## src/rtl/seg_pkg.sv

```systemverilog
// Shared definitions for the 7-segment display blocks:
// scan state encoding, blank pattern and hex-to-segment table.
package seg_pkg;

    typedef enum logic {
        DRIVE = 1'b0,
        GAP   = 1'b1
    } scan_state_t;

    localparam logic [7:0] SEG_BLANK = 8'hFF;

    // Active-low {dp,g,f,e,d,c,b,a}; entry 0 is the rightmost element
    localparam logic [15:0][7:0] SEG_TABLE = {
        8'h8E, 8'h86, 8'hA1, 8'hC6,
        8'h83, 8'h88, 8'h90, 8'h80,
        8'hF8, 8'h82, 8'h92, 8'h99,
        8'hB0, 8'hA4, 8'hF9, 8'hC0
    };

endpackage

```

## src/rtl/seg_hex_decode.sv

```systemverilog
// Combinational hex nibble plus decimal point to active-low segment pattern.
// Shared by every display block that drives the segment bus.
module seg_hex_decode
    import seg_pkg::*;
(
    input  logic [3:0] nibble,
    input  logic       dp,
    output logic [7:0] catode
);

    logic [7:0] seg;

    assign seg    = SEG_TABLE[nibble];
    assign catode = {seg[7] & ~dp, seg[6:0]};

endmodule

```

## src/rtl/seg_scan_ctrl.sv

```systemverilog
// Four-digit common-anode scan controller with a blanking gap between digits
// and a one-deep pending slot that is committed only at frame boundaries.
module seg_scan_ctrl
    import seg_pkg::*;
#(
    parameter int REFRESH_DIV = 100000,
    parameter bit LZ_BLANK    = 1'b0
) (
    input  logic        clk,
    input  logic        reset,
    input  logic        load_valid,
    input  logic [15:0] load_data,
    input  logic [3:0]  load_dp,
    output logic        load_ready,
    output logic [3:0]  anode,
    output logic [7:0]  catode,
    output logic [1:0]  digit_idx,
    output logic        frame_done
);

    localparam int CW = $clog2(REFRESH_DIV);
    localparam logic [CW-1:0] CNT_LAST = CW'(REFRESH_DIV - 1);

    scan_state_t   state;
    logic [CW-1:0] cnt;
    logic [1:0]    idx;
    logic [15:0]   shown_data;
    logic [3:0]    shown_dp;
    logic [15:0]   pend_data;
    logic [3:0]    pend_dp;
    logic          pend_full;

    logic       boundary;
    logic       take;
    logic [3:0] nibble;
    logic       dp_bit;
    logic [7:0] seg_raw;
    logic       lz_zero;
    logic       blank;

    assign boundary   = (state == GAP) && (idx == 2'd3);
    assign load_ready = ~pend_full & ~reset;
    assign take       = load_valid & load_ready;

    always_ff @(posedge clk) begin
        if (reset) begin
            state      <= DRIVE;
            cnt        <= '0;
            idx        <= 2'd0;
            shown_data <= '0;
            shown_dp   <= '0;
            pend_data  <= '0;
            pend_dp    <= '0;
            pend_full  <= 1'b0;
        end else begin
            unique case (state)
                DRIVE: begin
                    if (cnt == CNT_LAST) begin
                        state <= GAP;
                        cnt   <= '0;
                    end else begin
                        cnt <= cnt + 1'b1;
                    end
                end
                GAP: begin
                    state <= DRIVE;
                    idx   <= idx + 2'd1;
                end
            endcase
            // A word taken on the boundary edge waits a full frame (no bypass)
            if (take) begin
                pend_data <= load_data;
                pend_dp   <= load_dp;
                pend_full <= 1'b1;
            end else if (boundary && pend_full) begin
                shown_data <= pend_data;
                shown_dp   <= pend_dp;
                pend_full  <= 1'b0;
            end
        end
    end

    assign nibble    = shown_data[idx*4 +: 4];
    assign dp_bit    = shown_dp[idx];
    assign digit_idx = idx;

    seg_hex_decode u_dec (
        .nibble (nibble),
        .dp     (dp_bit),
        .catode (seg_raw)
    );

    always_comb begin
        lz_zero = 1'b0;
        unique case (idx)
            2'd0: lz_zero = 1'b0;
            2'd1: lz_zero = (shown_data[15:4] == 12'd0);
            2'd2: lz_zero = (shown_data[15:8] == 8'd0);
            2'd3: lz_zero = (shown_data[15:12] == 4'd0);
        endcase
    end

    assign blank = LZ_BLANK && lz_zero;

    always_comb begin
        anode      = 4'b1111;
        catode     = SEG_BLANK;
        frame_done = 1'b0;
        if (state == DRIVE) begin
            anode  = ~(4'b0001 << idx);
            catode = blank ? {~dp_bit, SEG_BLANK[6:0]} : seg_raw;
        end else begin
            frame_done = (idx == 2'd3);
        end
    end

endmodule

```

## config.mk

```make
export PLATFORM = sky130hd
export DESIGN_NAME = seg_scan_ctrl
export DESIGN_NICKNAME = d
export VERILOG_FILES = /design/src/rtl/seg_pkg.sv /design/src/rtl/seg_hex_decode.sv /design/src/rtl/seg_scan_ctrl.sv
export SDC_FILE = /design/constraint.sdc
export NUM_CORES = 1
export LEC_CHECK = 0
export BUFFER_PORTS_ARGS = -buffer_cell sky130_fd_sc_hd__buf_2
export CORE_MARGIN = 1
export CORE_UTILIZATION = 57
export CTS_CLUSTER_DIAMETER = 100
export DETAILED_ROUTE_END_ITERATION = 8
export PLACE_DENSITY = 0.78
export SYNTH_ARGS = -nofsm -noshare
export SYNTH_HDL_FRONTEND = slang
export SYNTH_SLANG_ARGS = --single-unit
export TNS_END_PERCENT = 30
```

## constraint.sdc

```tcl
create_clock -name clk -period 2.35 [get_ports clk]
set_input_delay 0.235 -clock clk [delete_from_list [all_inputs] [get_ports clk]]
set_output_delay 0.235 -clock clk [all_outputs]
set_load 0.005 [all_outputs]
```

Word-level counts from Yosys, hierarchy flattened
Memory sizes are Yosys's and may differ from the RTL's.
Cells that the tools add are included.
{"block": "totals", "ff_bits": 61, "mem_bits_ro": 128, "in_bits": 23, "out_inout_bits": 16, "wordCells": 41, "mem_count": 1}
{"name": "(name not given)", "words": 16, "word_bits": 8, "read_ports": 1, "rd_clocked_by_memory_dff": 0, "write_ports": 0, "line_no": "seg_hex_decode.sv:13", "text": "assign seg = SEG_TABLE[nibble];"}
{"block": "op_classes", "addsub": 2, "n_lt_le_gt_ge": 2, "n_eq_ne": 2, "n_shift": 2, "n_mux": 11, "n_bitwise": 9, "reduce_logical": 4}
{"operator": "adder 17 x 1 -> 17 bit (second input constant)", "n": 1}
{"operator": "== test 17 bit (second input constant)", "n": 1}
{"operator": "two-way mux 17 bit", "n": 1}
{"operator": "two-way mux 8 bit", "n": 2}
{"operator": "indexed part select 16 x 5 -> 4 bit", "n": 1}
{"operator": "< comparator 4 x 5 -> 1 bit (second input constant)", "n": 1}
{"operator": "two-way mux 1 bit", "n": 5}
{"operator": "inverter 1 bit", "n": 5}
{"operator": "two-way mux 4 bit", "n": 1}
{"operator": "inverter 4 bit", "n": 1}
{"operator": "left shift 1 x 2 -> 4 bit (first input constant)", "n": 1}
{"operator": "bitwise AND 1 bit", "n": 3}
{"operator": "< comparator 2 x 3 -> 1 bit (second input constant)", "n": 1}
{"operator": "adder 2 x 1 -> 2 bit (second input constant)", "n": 1}
{"operator": "binary-select mux 1 bit (select 2 bit)", "n": 1}
{"operator": "== test 2 bit (second input constant)", "n": 1}
{"operator": "logical AND 1 bit", "n": 2}
{"operator": "one-hot mux 1 bit (2 select lines)", "n": 1}
{"operator": "AND reduction 2 bit", "n": 1}
{"operator": "nonzero test 2 bit", "n": 1}

Depth between registers and ports, before layout
Gate-level depths: netlist of run 1.
{"block": "logic_depth", "word_depth": 5, "ltp_mapped": 8, "mapped_depth_nobuf": 7}

By module
Synthesis of run 1 repeated with hierarchy kept, for this count alone.
{"block": "hier_totals", "cells_unflattened": 340, "hier_area_um2": 2900.3}
{"module": "seg_scan_ctrl", "n_inst": 1, "cells_per_inst": 307, "area_each_um2": 2621.3, "seq_area_each_um2": 1221.2}
{"module": "seg_hex_decode", "n_inst": 1, "cells_per_inst": 33, "area_each_um2": 279.0, "seq_area_each_um2": 0.0}

Worst setup path before layout of run 1
Ideal clock, no wire load.
{"block": "synth_path", "path_kind": "flip-flop to output port", "start": "register idx[0] (netlist: digit_idx[0])", "end": "output catode[0]", "t_arrival_ps": 1853, "required_time_ps": 2115, "setup_slack_ps": 262, "path_stages_with_launch": 7, "path_cell_list": "dfxtp_1 buf_4 mux4_2 ha_1 nor2b_1 nor2_1 a211o_1"}
{"block": "synth_between", "elab_chain_len": 4}
{"item": "from (decl)", "line_no": "seg_scan_ctrl.sv:26", "text": "logic [1:0] idx;"}
{"item": "from (signal assigned)", "line_no": "seg_scan_ctrl.sv:67", "text": "idx <= idx + 2'd1;"}
{"item": "indexed part select 16 x 5 -> 4 bit", "line_no": "seg_scan_ctrl.sv:83", "text": "assign nibble = shown_data[idx*4 +: 4];"}
{"item": "memory read (16 x 8 bit)"}
{"item": "two-way mux 8 bit (not written as such)", "line_no": "seg_hex_decode.sv:13"}
{"item": "two-way mux 8 bit", "line_no": "seg_scan_ctrl.sv:109", "text": "if (state == DRIVE) begin"}
{"item": "to (decl)", "line_no": "seg_scan_ctrl.sv:16", "text": "output logic [7:0] catode,"}
Every way passes these cells. The select of a mux whose other input is x is not followed.

Final worst setup path of run 1
{"block": "layout_path", "start": "register idx[0] (netlist: digit_idx[0])", "end": "output catode[6]"}
The elaborated chain is that of the path after synthesis.

==> results.json, run 1 <==
{
  "status": "complete, but fails checks",
  "failed_checks": "setup timing",
  "ys_ff_latch": 61,
  "synth_fp_nets": 371,
  "crit_chain": "mux4_2 -> ha_2 -> mux2_2 -> nand2_1 -> o311ai_0 -> buf_2",
  "portBuffers": 38,
  "cts-root-buf": "clkbuf_8",
  "grt_max_degree": 47,
  "num_vias": 2329,
  "synthCells": 337,
  "antenna_found_initial": 0,
  "grt_pass1_vias": 2131,
  "drive_gt1_frac": 0.215,
  "rr_worst_depth": 7,
  "crit_type": "reg -> out",
  "die_x_um": 72.7,
  "die-area_sq_um": 5280,
  "rows": 25,
  "fillCellCount": 398,
  "syn_area_sq_um": 2850,
  "placed_cells": 427,
  "dpl_cell_area_sq_um": 3080,
  "diodes": 0,
  "stdcell_count": 448,
  "ys.warnings.count": 0,
  "drv_cap": 0,
  "cts_tree": "done",
  "maxSlewHeadroom": 0.589,
  "stdcell_area_sq_um": 3320,
  "core_sq_um": 4750,
  "synth.distinct_cells": 37,
  "clock_latency_ns": 0.34,
  "final_max_slew_viol_count": 0,
  "setup_ws_ns": -0.0468,
  "setup_viol": 4,
  "grt_overflow": 0,
  "critPathLaunchType": "register",
  "cp_max_fo": 6,
  "clockBufferDepth": 2,
  "ant_nets": 0,
  "cts.sinks": 61,
  "initial_utilization": 0.598,
  "finalHoldViolCount": 0,
  "clk_pin_slew_ns": 0.07,
  "dp_hpwl_um": 3780,
  "tns_ns": -0.167,
  "rsz0062_at_grt": "yes",
  "dr.first_iter.drc_count": 97,
  "ys_top_cells_by_area": "dfxtp_1 43%, nand2_1 9.5%, nand2b_1 5.1%",
  "gp_congestion": 0.778,
  "hold_class": "in -> reg",
  "wl_per_cell_um": 12.4,
  "nNetsFinal": 410,
  "die_h_um": 72.7,
  "utilization": 0.698,
  "worstPathArrival_ns": 2.16,
  "grt_first_pass_wirelength_um": 9360,
  "synth.yosys.seq_area_share": 0.429,
  "firstDrtPassIters": 4,
  "holdPathStages": 3,
  "cp.depth": 6,
  "finClkSkew_ns": 0.00609,
  "syn_to_final_growth_pct": 16.7,
  "irDropWorstVdd_mv": 0.416,
  "p_total_mw": 1.94,
  "drc_errors": 0,
  "syn_avg_cell_area_sq_um": 8.44,
  "synth_area_leader_cell": "dfxtp_1",
  "crit_path_end_kind": "output pin",
  "worst-path-buf-inv": 1,
  "detail_route.vias_per_cell": 5.20,
  "totalWireLength_um": 5570,
  "tightest_slew_ns": 0.615,
  "leakagePower_nw": 1.27,
  "period_share": 1.02,
  "cts_buffers": 9,
  "synth_top_area_frac": 0.429,
  "slowest_stage": "mux4_2",
  "cp_top_family": "multiplexers",
  "fmax_mhz": 417,
  "cp.required_ns": 2.12,
  "power.density_nw_per_um2": 585,
  "cpPeakStageDelay_ns": 0.61,
  "ios": 39,
  "period_needed_ns": 2.40,
  "grt.total_usage": 0.236,
  "htree_levels": 3
}
[synth_stat cells]
library cell / count
nor3_1: 5
a221o_1: 1
xnor2_1: 10
o31ai_1: 3
a31o_2: 1
xor2_1: 3
a21oi_1: 25
nor2_1: 24
nand4b_4: 1
or2_1: 2
mux2i_1: 6
nand2_1: 72
clkbuf_1: 15
o211ai_1: 1
or3_1: 1
ha_1: 11
mux4_2: 5
inv_1: 9
o311ai_0: 2
mux2_2: 2
a31oi_1: 2
clkbuf_2: 1
nand3_1: 6
nor4_1: 3
and2_1: 2
nand2b_1: 23
nor4b_1: 3
nor2b_1: 2
or4_1: 3
buf_2: 3
a211o_1: 1
nand3b_4: 1
buf_4: 1
buf_1: 1
and3_1: 3
dfxtp_1: 61
o21ai_0: 22
[power by group]
part | internal, mW | leakage (nW) | switching (mW)
clock | 0.373 | 0.0808 | 0.403
combinational | 0.0386 | 0.697 | 0.0436
sequential | 1.06 | 0.496 | 0.0216
total | 1.47 | 1.27 | 0.468
[worst register-to-register path, delay by kind of cell (launching register included)]
| family | cells | cell delay (ns) |
|---|---|---|
| AOI/OAI and AO/OA | 1 | 0.16 |
| adders and majority gates | 1 | 0.22 |
| buffers and inverters | 2 | 0.30 |
| DFF | 1 | 0.36 |
| and+or+nand+nor | 3 | 0.76 |
[cell usage in the layout, fill, tap and decap left out, types with 6 or more instances in the layout]
cell      instances
a21oi_1          25
buf_2            38
buf_4            11
clkbuf_8          9
dfxtp_1          60
ha_1              8
inv_1             7
mux2i_1           6
nand2_1          72
nand2b_1         23
nand3_1           6
nor2_1           24
o21ai_0          21
xnor2_1          10
[metrics by stage]
step           hold WS [ns]  setup slack (ns)
5_1_grt              0.0769            -0.156
3_3_place_gp          0.428             0.192
2_1_floorplan         0.344             0.262
3_5_place_dp          0.436             0.113
4_1_cts              0.0734           -0.0429
6_report             0.0898           -0.0468
[sequential cells by signal, indices dropped and copies added, names as in the netlist]
register    cells
cnt            17
pend_data      16
shown_data     16
pend_dp         4
shown_dp        4
digit_idx       2
pend_full       1
state           1
[layer usage]
layer,up-vias,global-route usage,wire [um]
met5,-,0,0
met4,0,0.0980,65
met3,4,0.0787,227
met2,57,0.378,2540
met1,1057,0.292,2730
li1,1211,-,-
[what timing repair did]
| item | 4_1_cts | 5_1_grt |
|---|---|---|
| gates resized for setup | 9 | 3 |
| pin swaps | 0 | 1 |
| endpoints found under the hold margin | 0 | 0 |
| endpoints found under the setup margin | 7 | 6 |
| hold buffers | 0 | 0 |
| setup buffers | 5 | 0 |
[area by class of cell]
cell class                      count  area (sq um)  share of cell area
Clock inverter                      7          42.5              0.0128
Inverter                            9          38.8              0.0117
Clock buffer                        9           124              0.0373
Sequential cell                    61          1220               0.369
Multi-Input combinational cell    246          1530               0.462
Tap cell                           67          83.8              0.0253
Timing Repair Buffer               49           273              0.0822
[logic make-up after synthesis]
family                     count (synthesis)  share of synthesized area
and+or+nand+nor                          151                      0.258
DFF                                       61                      0.429
AOI/OAI and AO/OA                         58                      0.113
buffers and inverters                     30                     0.0427
xor gates and xnor gates                  13                     0.0400
muxes                                     13                     0.0686
adders and majority gates                 11                     0.0484
[final timing paths]
check	slack (ns)	start	endpoint
setup / recovery	-0.05	digit_idx[0]	catode[6]
hold / removal	0.09	load_data[3]	pend_data[3]
setup reg to reg	0.48	digit_idx[0]	shown_data[7]
hold reg to reg	0.46	pend_data[6]	shown_data[6]
(Power assumes the default switching activity.)
==> run 2, diff against run 1 <==
--- a/config.mk
+++ b/config.mk
@@ -11,6 +11,7 @@
 export CTS_CLUSTER_DIAMETER = 100
 export DETAILED_ROUTE_END_ITERATION = 8
 export PLACE_DENSITY = 0.78
+export SETUP_SLACK_MARGIN = 0.4
 export SYNTH_ARGS = -nofsm -noshare
 export SYNTH_HDL_FRONTEND = slang
 export SYNTH_SLANG_ARGS = --single-unit
==> results.json, run 2 (synthesized netlist as in run 1, its figures left out) <==
{
  "cp_max_fo": 5,
  "drv_cap": 0,
  "fmax_mhz": 418,
  "ant_nets": 0,
  "rows": 25,
  "r2r_setup_slack_ns": 0.52,
  "final_max_slew_viol_count": 0,
  "worstReg2RegEnd": "cnt[16]",
  "maxSlewHeadroom": 0.601,
  "die-area_sq_um": 5280,
  "crit_chain": "mux4_2 -> ha_4 -> mux2_2 -> nand2_1 -> o311ai_0 -> buf_2",
  "setup_ws_ns": -0.0436,
  "drc_errors": 0,
  "hold_end": "pend_dp[2]",
  "initial_utilization": 0.598,
  "wl_per_cell_um": 12.6,
  "worst-path-buf-inv": 1,
  "clock_latency_ns": 0.33,
  "drive_gt1_frac": 0.226,
  "num_vias": 2330,
  "clockBufferDepth": 2,
  "antenna_found_initial": 0,
  "stdcell_area_sq_um": 3380,
  "nNetsFinal": 410,
  "utilization": 0.712,
  "htree_levels": 3,
  "finalHoldViolCount": 0,
  "grt_max_degree": 41,
  "cp.required_ns": 2.12,
  "diodes": 0,
  "detail_route.vias_per_cell": 5.20,
  "gp_congestion": 0.749,
  "dpl_cell_area_sq_um": 3110,
  "hold_start": "load_dp[2]",
  "slowest_stage": "mux4_2",
  "holdPathStages": 3,
  "rr_worst_depth": 5,
  "layout_commonest_cell": "nand2_1",
  "finClkSkew_ns": 0.0122,
  "core_sq_um": 4750,
  "crit_type": "reg -> out",
  "largest_reg_flops": 17,
  "dp_hpwl_um": 3930,
  "cts.sinks": 61,
  "cts-root-buf": "clkbuf_8",
  "crit_path_end_kind": "output pin",
  "status": "complete, but fails checks",
  "grt_first_pass_wirelength_um": 9780,
  "cts_tree": "done",
  "grt.total_usage": 0.241,
  "cpPeakStageDelay_ns": 0.63,
  "reg2reg_from": "cnt[0]",
  "clk_pin_slew_ns": 0.07,
  "failed_checks": "setup timing",
  "cts_buffers": 9,
  "die_x_um": 72.7,
  "period_needed_ns": 2.39,
  "final_cell_mix": "71 x nand2_1, 59 x dfxtp_1, 38 x buf_2, 25 x a21oi_1, 24 x nor2_1",
  "largest_register": "cnt",
  "grt_overflow": 0,
  "die_h_um": 72.7,
  "hold_class": "in -> reg",
  "irDropWorstVdd_mv": 0.442,
  "worstPathArrival_ns": 2.16,
  "setup_viol": 4,
  "top_regs": "cnt x17, pend_data x16, shown_data x16",
  "critPathLaunchType": "register",
  "firstDrtPassIters": 4,
  "power.density_nw_per_um2": 618,
  "dr.first_iter.drc_count": 91,
  "totalWireLength_um": 5640,
  "grt_pass1_vias": 2160,
  "leakagePower_nw": 1.29,
  "period_share": 1.02,
  "syn_to_final_growth_pct": 18.9,
  "ios": 39,
  "cp_top_family": "multiplexers",
  "tightest_slew_ns": 0.597,
  "crit_start": "digit_idx[0]",
  "portBuffers": 38,
  "rsz0062_at_grt": "yes",
  "fillCellCount": 378
}
## run 2: worst register-to-register path, cell delays in order (launching register included)
cell	delay (ns)
dfxtp_1	0.42
ha_1	0.25
nand3b_4	0.12
or2_1	0.31
or4_1	0.48
a21oi_1	0.16
## run 2: worst max path at each step
stage                           end  cells past startpoint
after floorplan           catode[5]                      6
after global placement    catode[6]                      6
after detailed placement  catode[0]                      6
after CTS                 catode[3]                      7
after global routing      catode[3]                      7
final                     catode[6]                      6
## run 2: what timing repair did
action,in CTS,in global routing
pin swaps,7,4
setup endpoints to repair,7,23
buffers inserted,4,1
hold buffers,0,0
resized for setup,6,7
## run 2: area by class of cell
class	instances	area, sq um	share of cell area
Sequential cell	61	1230	0.362
Tap cell	67	83.8	0.0248
Inverter	9	38.8	0.0115
Timing Repair Buffer	49	277	0.0817
Multi-Input combinational cell	246	1560	0.460
Clock inverter	6	62.6	0.0185
Clock buffer	10	138	0.0407
## run 2: metal layers
metal  track usage  wire length, um  share of wire  vias to the layer above
li1              -                -              -                     1203
met1         0.324             2820           0.50                     1071
met2         0.372             2570           0.45                       50
met3        0.0663              206          0.037                        6
met4        0.0850               51         0.0090                        0
met5             0                0              0                        -
## run 2: power breakdown
group	internal (mW)	total [mW]	switching, mW	leakage, nW
combinational	0.0398	0.0837	0.0440	0.703
sequential	1.06	1.08	0.0207	0.497
clock	0.514	0.924	0.410	0.0943
total	1.62	2.09	0.474	1.29
## run 2: through the flow
step	cells	hold WS [ns]	setup TNS, ns	power (mW)	setup slack (ns)
global placement	427	0.430	0	1.19	0.276
detailed placement	427	0.435	0	1.19	0.226
floorplan	337	0.344	0	1.16	0.375
CTS	447	0.0811	-0.182	2.10	-0.0510
finish	448	0.0917	-0.107	2.09	-0.0436
global route	448	0.0830	-0.520	2.17	-0.153
==> run 3, diff against run 2 <==
--- a/config.mk
+++ b/config.mk
@@ -6,6 +6,7 @@
 export NUM_CORES = 1
 export LEC_CHECK = 0
 export BUFFER_PORTS_ARGS = -buffer_cell sky130_fd_sc_hd__buf_2
+export CORE_ASPECT_RATIO = 1.25
 export CORE_MARGIN = 1
 export CORE_UTILIZATION = 57
 export CTS_CLUSTER_DIAMETER = 100
==> constraint.sdc (replaced) <==
create_clock -name clk -period 2.3 [get_ports clk]
set_input_delay 0.23 -clock clk [delete_from_list [all_inputs] [get_ports clk]]
set_output_delay 0.23 -clock clk [all_outputs]
set_load 0.005 [all_outputs]
==> results.json, run 3 (synthesized netlist as in run 1, its figures left out) <==
{
  "p_total_mw": 2.11,
  "hold_end": "pend_data[8]",
  "final_max_slew_viol_count": 0,
  "portBuffers": 38,
  "detail_route.vias_per_cell": 5.46,
  "hold_start": "load_data[8]",
  "grt_max_degree": 41,
  "holdPathStages": 3,
  "tightest_slew_ns": 0.440,
  "grt_first_pass_wirelength_um": 8950,
  "grt_overflow": 0,
  "status": "complete, but fails checks",
  "largest_register": "cnt",
  "cts-root-buf": "clkbuf_8",
  "dr.first_iter.drc_count": 154,
  "num_vias": 2415,
  "top_regs": "cnt x17, pend_data x16, shown_data x16",
  "power.net_switching_mw": 0.485,
  "rsz0062_at_grt": "yes",
  "dpl_cell_area_sq_um": 3100,
  "diodes": 0,
  "r2r_setup_slack_ns": 0.49,
  "syn_to_final_growth_pct": 18.5,
  "cts_buffers": 9,
  "gp_congestion": 0.784,
  "critPathLaunchType": "register",
  "grt.total_usage": 0.223,
  "largest_reg_flops": 17,
  "holdWs_ns": 0.0791,
  "hold_class": "in -> reg",
  "finClkSkew_ns": 0.0156,
  "crit_type": "reg -> out",
  "firstDrtPassIters": 4,
  "rr_worst_depth": 6,
  "final_cell_mix": "71 x nand2_1, 60 x dfxtp_1, 38 x buf_2, 25 x a21oi_1, 24 x nor2_1",
  "drv_cap": 0,
  "maxSlewHeadroom": 0.703,
  "clockBufferDepth": 2,
  "nNetsFinal": 411,
  "setup_viol": 6,
  "failed_checks": "setup timing",
  "rows": 28,
  "irDropWorstVdd_mv": 0.539,
  "grt_pass1_vias": 2003,
  "power.density_nw_per_um2": 625,
  "leakagePower_nw": 1.30,
  "totalWireLength_um": 5840,
  "die-area_sq_um": 5280,
  "sw_frac_of_total": 0.230,
  "reg2reg_from": "digit_idx[1]",
  "p_int_mw": 1.62,
  "finalHoldViolCount": 0,
  "stdcell_area_sq_um": 3370,
  "period_share": 1.05,
  "initial_utilization": 0.597,
  "drive_gt1_frac": 0.217,
  "p_comb_frac": 0.040,
  "htree_levels": 3,
  "die_x_um": 65.2,
  "dp_hpwl_um": 3810,
  "setup_ws_ns": -0.124,
  "ios": 39,
  "worstReg2RegEnd": "shown_data[4]",
  "worstPathArrival_ns": 2.19,
  "fmax_mhz": 412,
  "crit_path_end_kind": "output pin",
  "wl_per_cell_um": 13.2,
  "die_h_um": 81.0,
  "layout_commonest_cell": "nand2_1",
  "cp_max_fo": 5,
  "cp.required_ns": 2.07,
  "p_seq_frac": 0.525,
  "antenna_found_initial": 0,
  "clk_pin_slew_ns": 0.07,
  "power_frac_clock": 0.436,
  "ant_nets": 0,
  "clock_latency_ns": 0.34,
  "core_sq_um": 4760,
  "cts_tree": "done",
  "cts.sinks": 61,
  "period_needed_ns": 2.42,
  "drc_errors": 0
}
[run 3: cell count changes in the layout (fill, tap and decap cells not counted), sizes merged]
cell      delta
clkinvlp     -2
clkinv       +1
inv          +1
mux4         +1
[run 3: area by class of cell]
type | instances | area (sq um)
tap | 60 | 75.1
sequential | 61 | 1220
clock buffer | 10 | 128
multi-input combinational | 247 | 1570
clock inverter | 6 | 61.3
fill | 398 | 1390
timing repair buffer | 49 | 273
inverter | 9 | 38.8
[run 3: worst max path at each step]
| stage | cells after the start | end | startpoint |
|---|---|---|---|
| after floorplan | 6 | catode[5] | digit_idx[0] |
| after global placement | 6 | catode[6] | digit_idx[0] |
| after detailed placement | 6 | catode[6] | digit_idx[0] |
| after CTS | 8 | catode[3] | digit_idx[0] |
| after global routing | 8 | catode[3] | digit_idx[0] |
| final | 7 | catode[4] | digit_idx[0] |
[run 3: power groups by stage]
stage	clock network [mW]	logic (mW)	registers (mW)
after CTS	0.933	0.0843	1.11
after floorplan	0	0.0556	1.13
final	0.919	0.0835	1.11
after global routing	0.980	0.0955	1.11
after global placement	0	0.0810	1.13
after detailed placement	0	0.0833	1.13
[run 3: repair_timing]
action | in CTS | in global routing
cloned | 0 | 1
endpoints found under the setup margin | 7 | 25
gates resized for setup | 9 | 2
buffers inserted | 0 | 5
hold buffers | 0 | 0
pin swaps | 5 | 3
[run 3: stage by stage]
step / setup TNS [ns] / util / instances / worst slack, ns
2_1_floorplan: 0 / - / 337 / 0.330
3_3_place_gp: 0 / 0.650 / 420 / 0.253
3_5_place_dp: 0 / 0.650 / 420 / 0.223
4_1_cts: -0.449 / 0.695 / 436 / -0.0940
5_1_grt: -0.939 / 0.708 / 442 / -0.200
6_report: -0.493 / 0.708 / 442 / -0.124
[run 3: metal layers]
| layer | routed length [um] | share of wire | track usage | up-vias |
|---|---|---|---|---|
| met5 | 0 | 0 | 0 | - |
| met4 | 129 | 0.022 | 0.126 | 0 |
| met3 | 340 | 0.058 | 0.0463 | 9 |
| met2 | 2800 | 0.48 | 0.364 | 82 |
| met1 | 2560 | 0.44 | 0.271 | 1112 |
| li1 | - | - | - | 1212 |
[run 3: worst max-delay path, cell delays in order, from the launching register on]
cell	delay, ns
dfxtp_4	0.38
mux4_2	0.61
buf_4	0.19
ha_1	0.19
nor2_1	0.11
a21oi_1	0.09
o21ai_1	0.14
buf_2	0.15
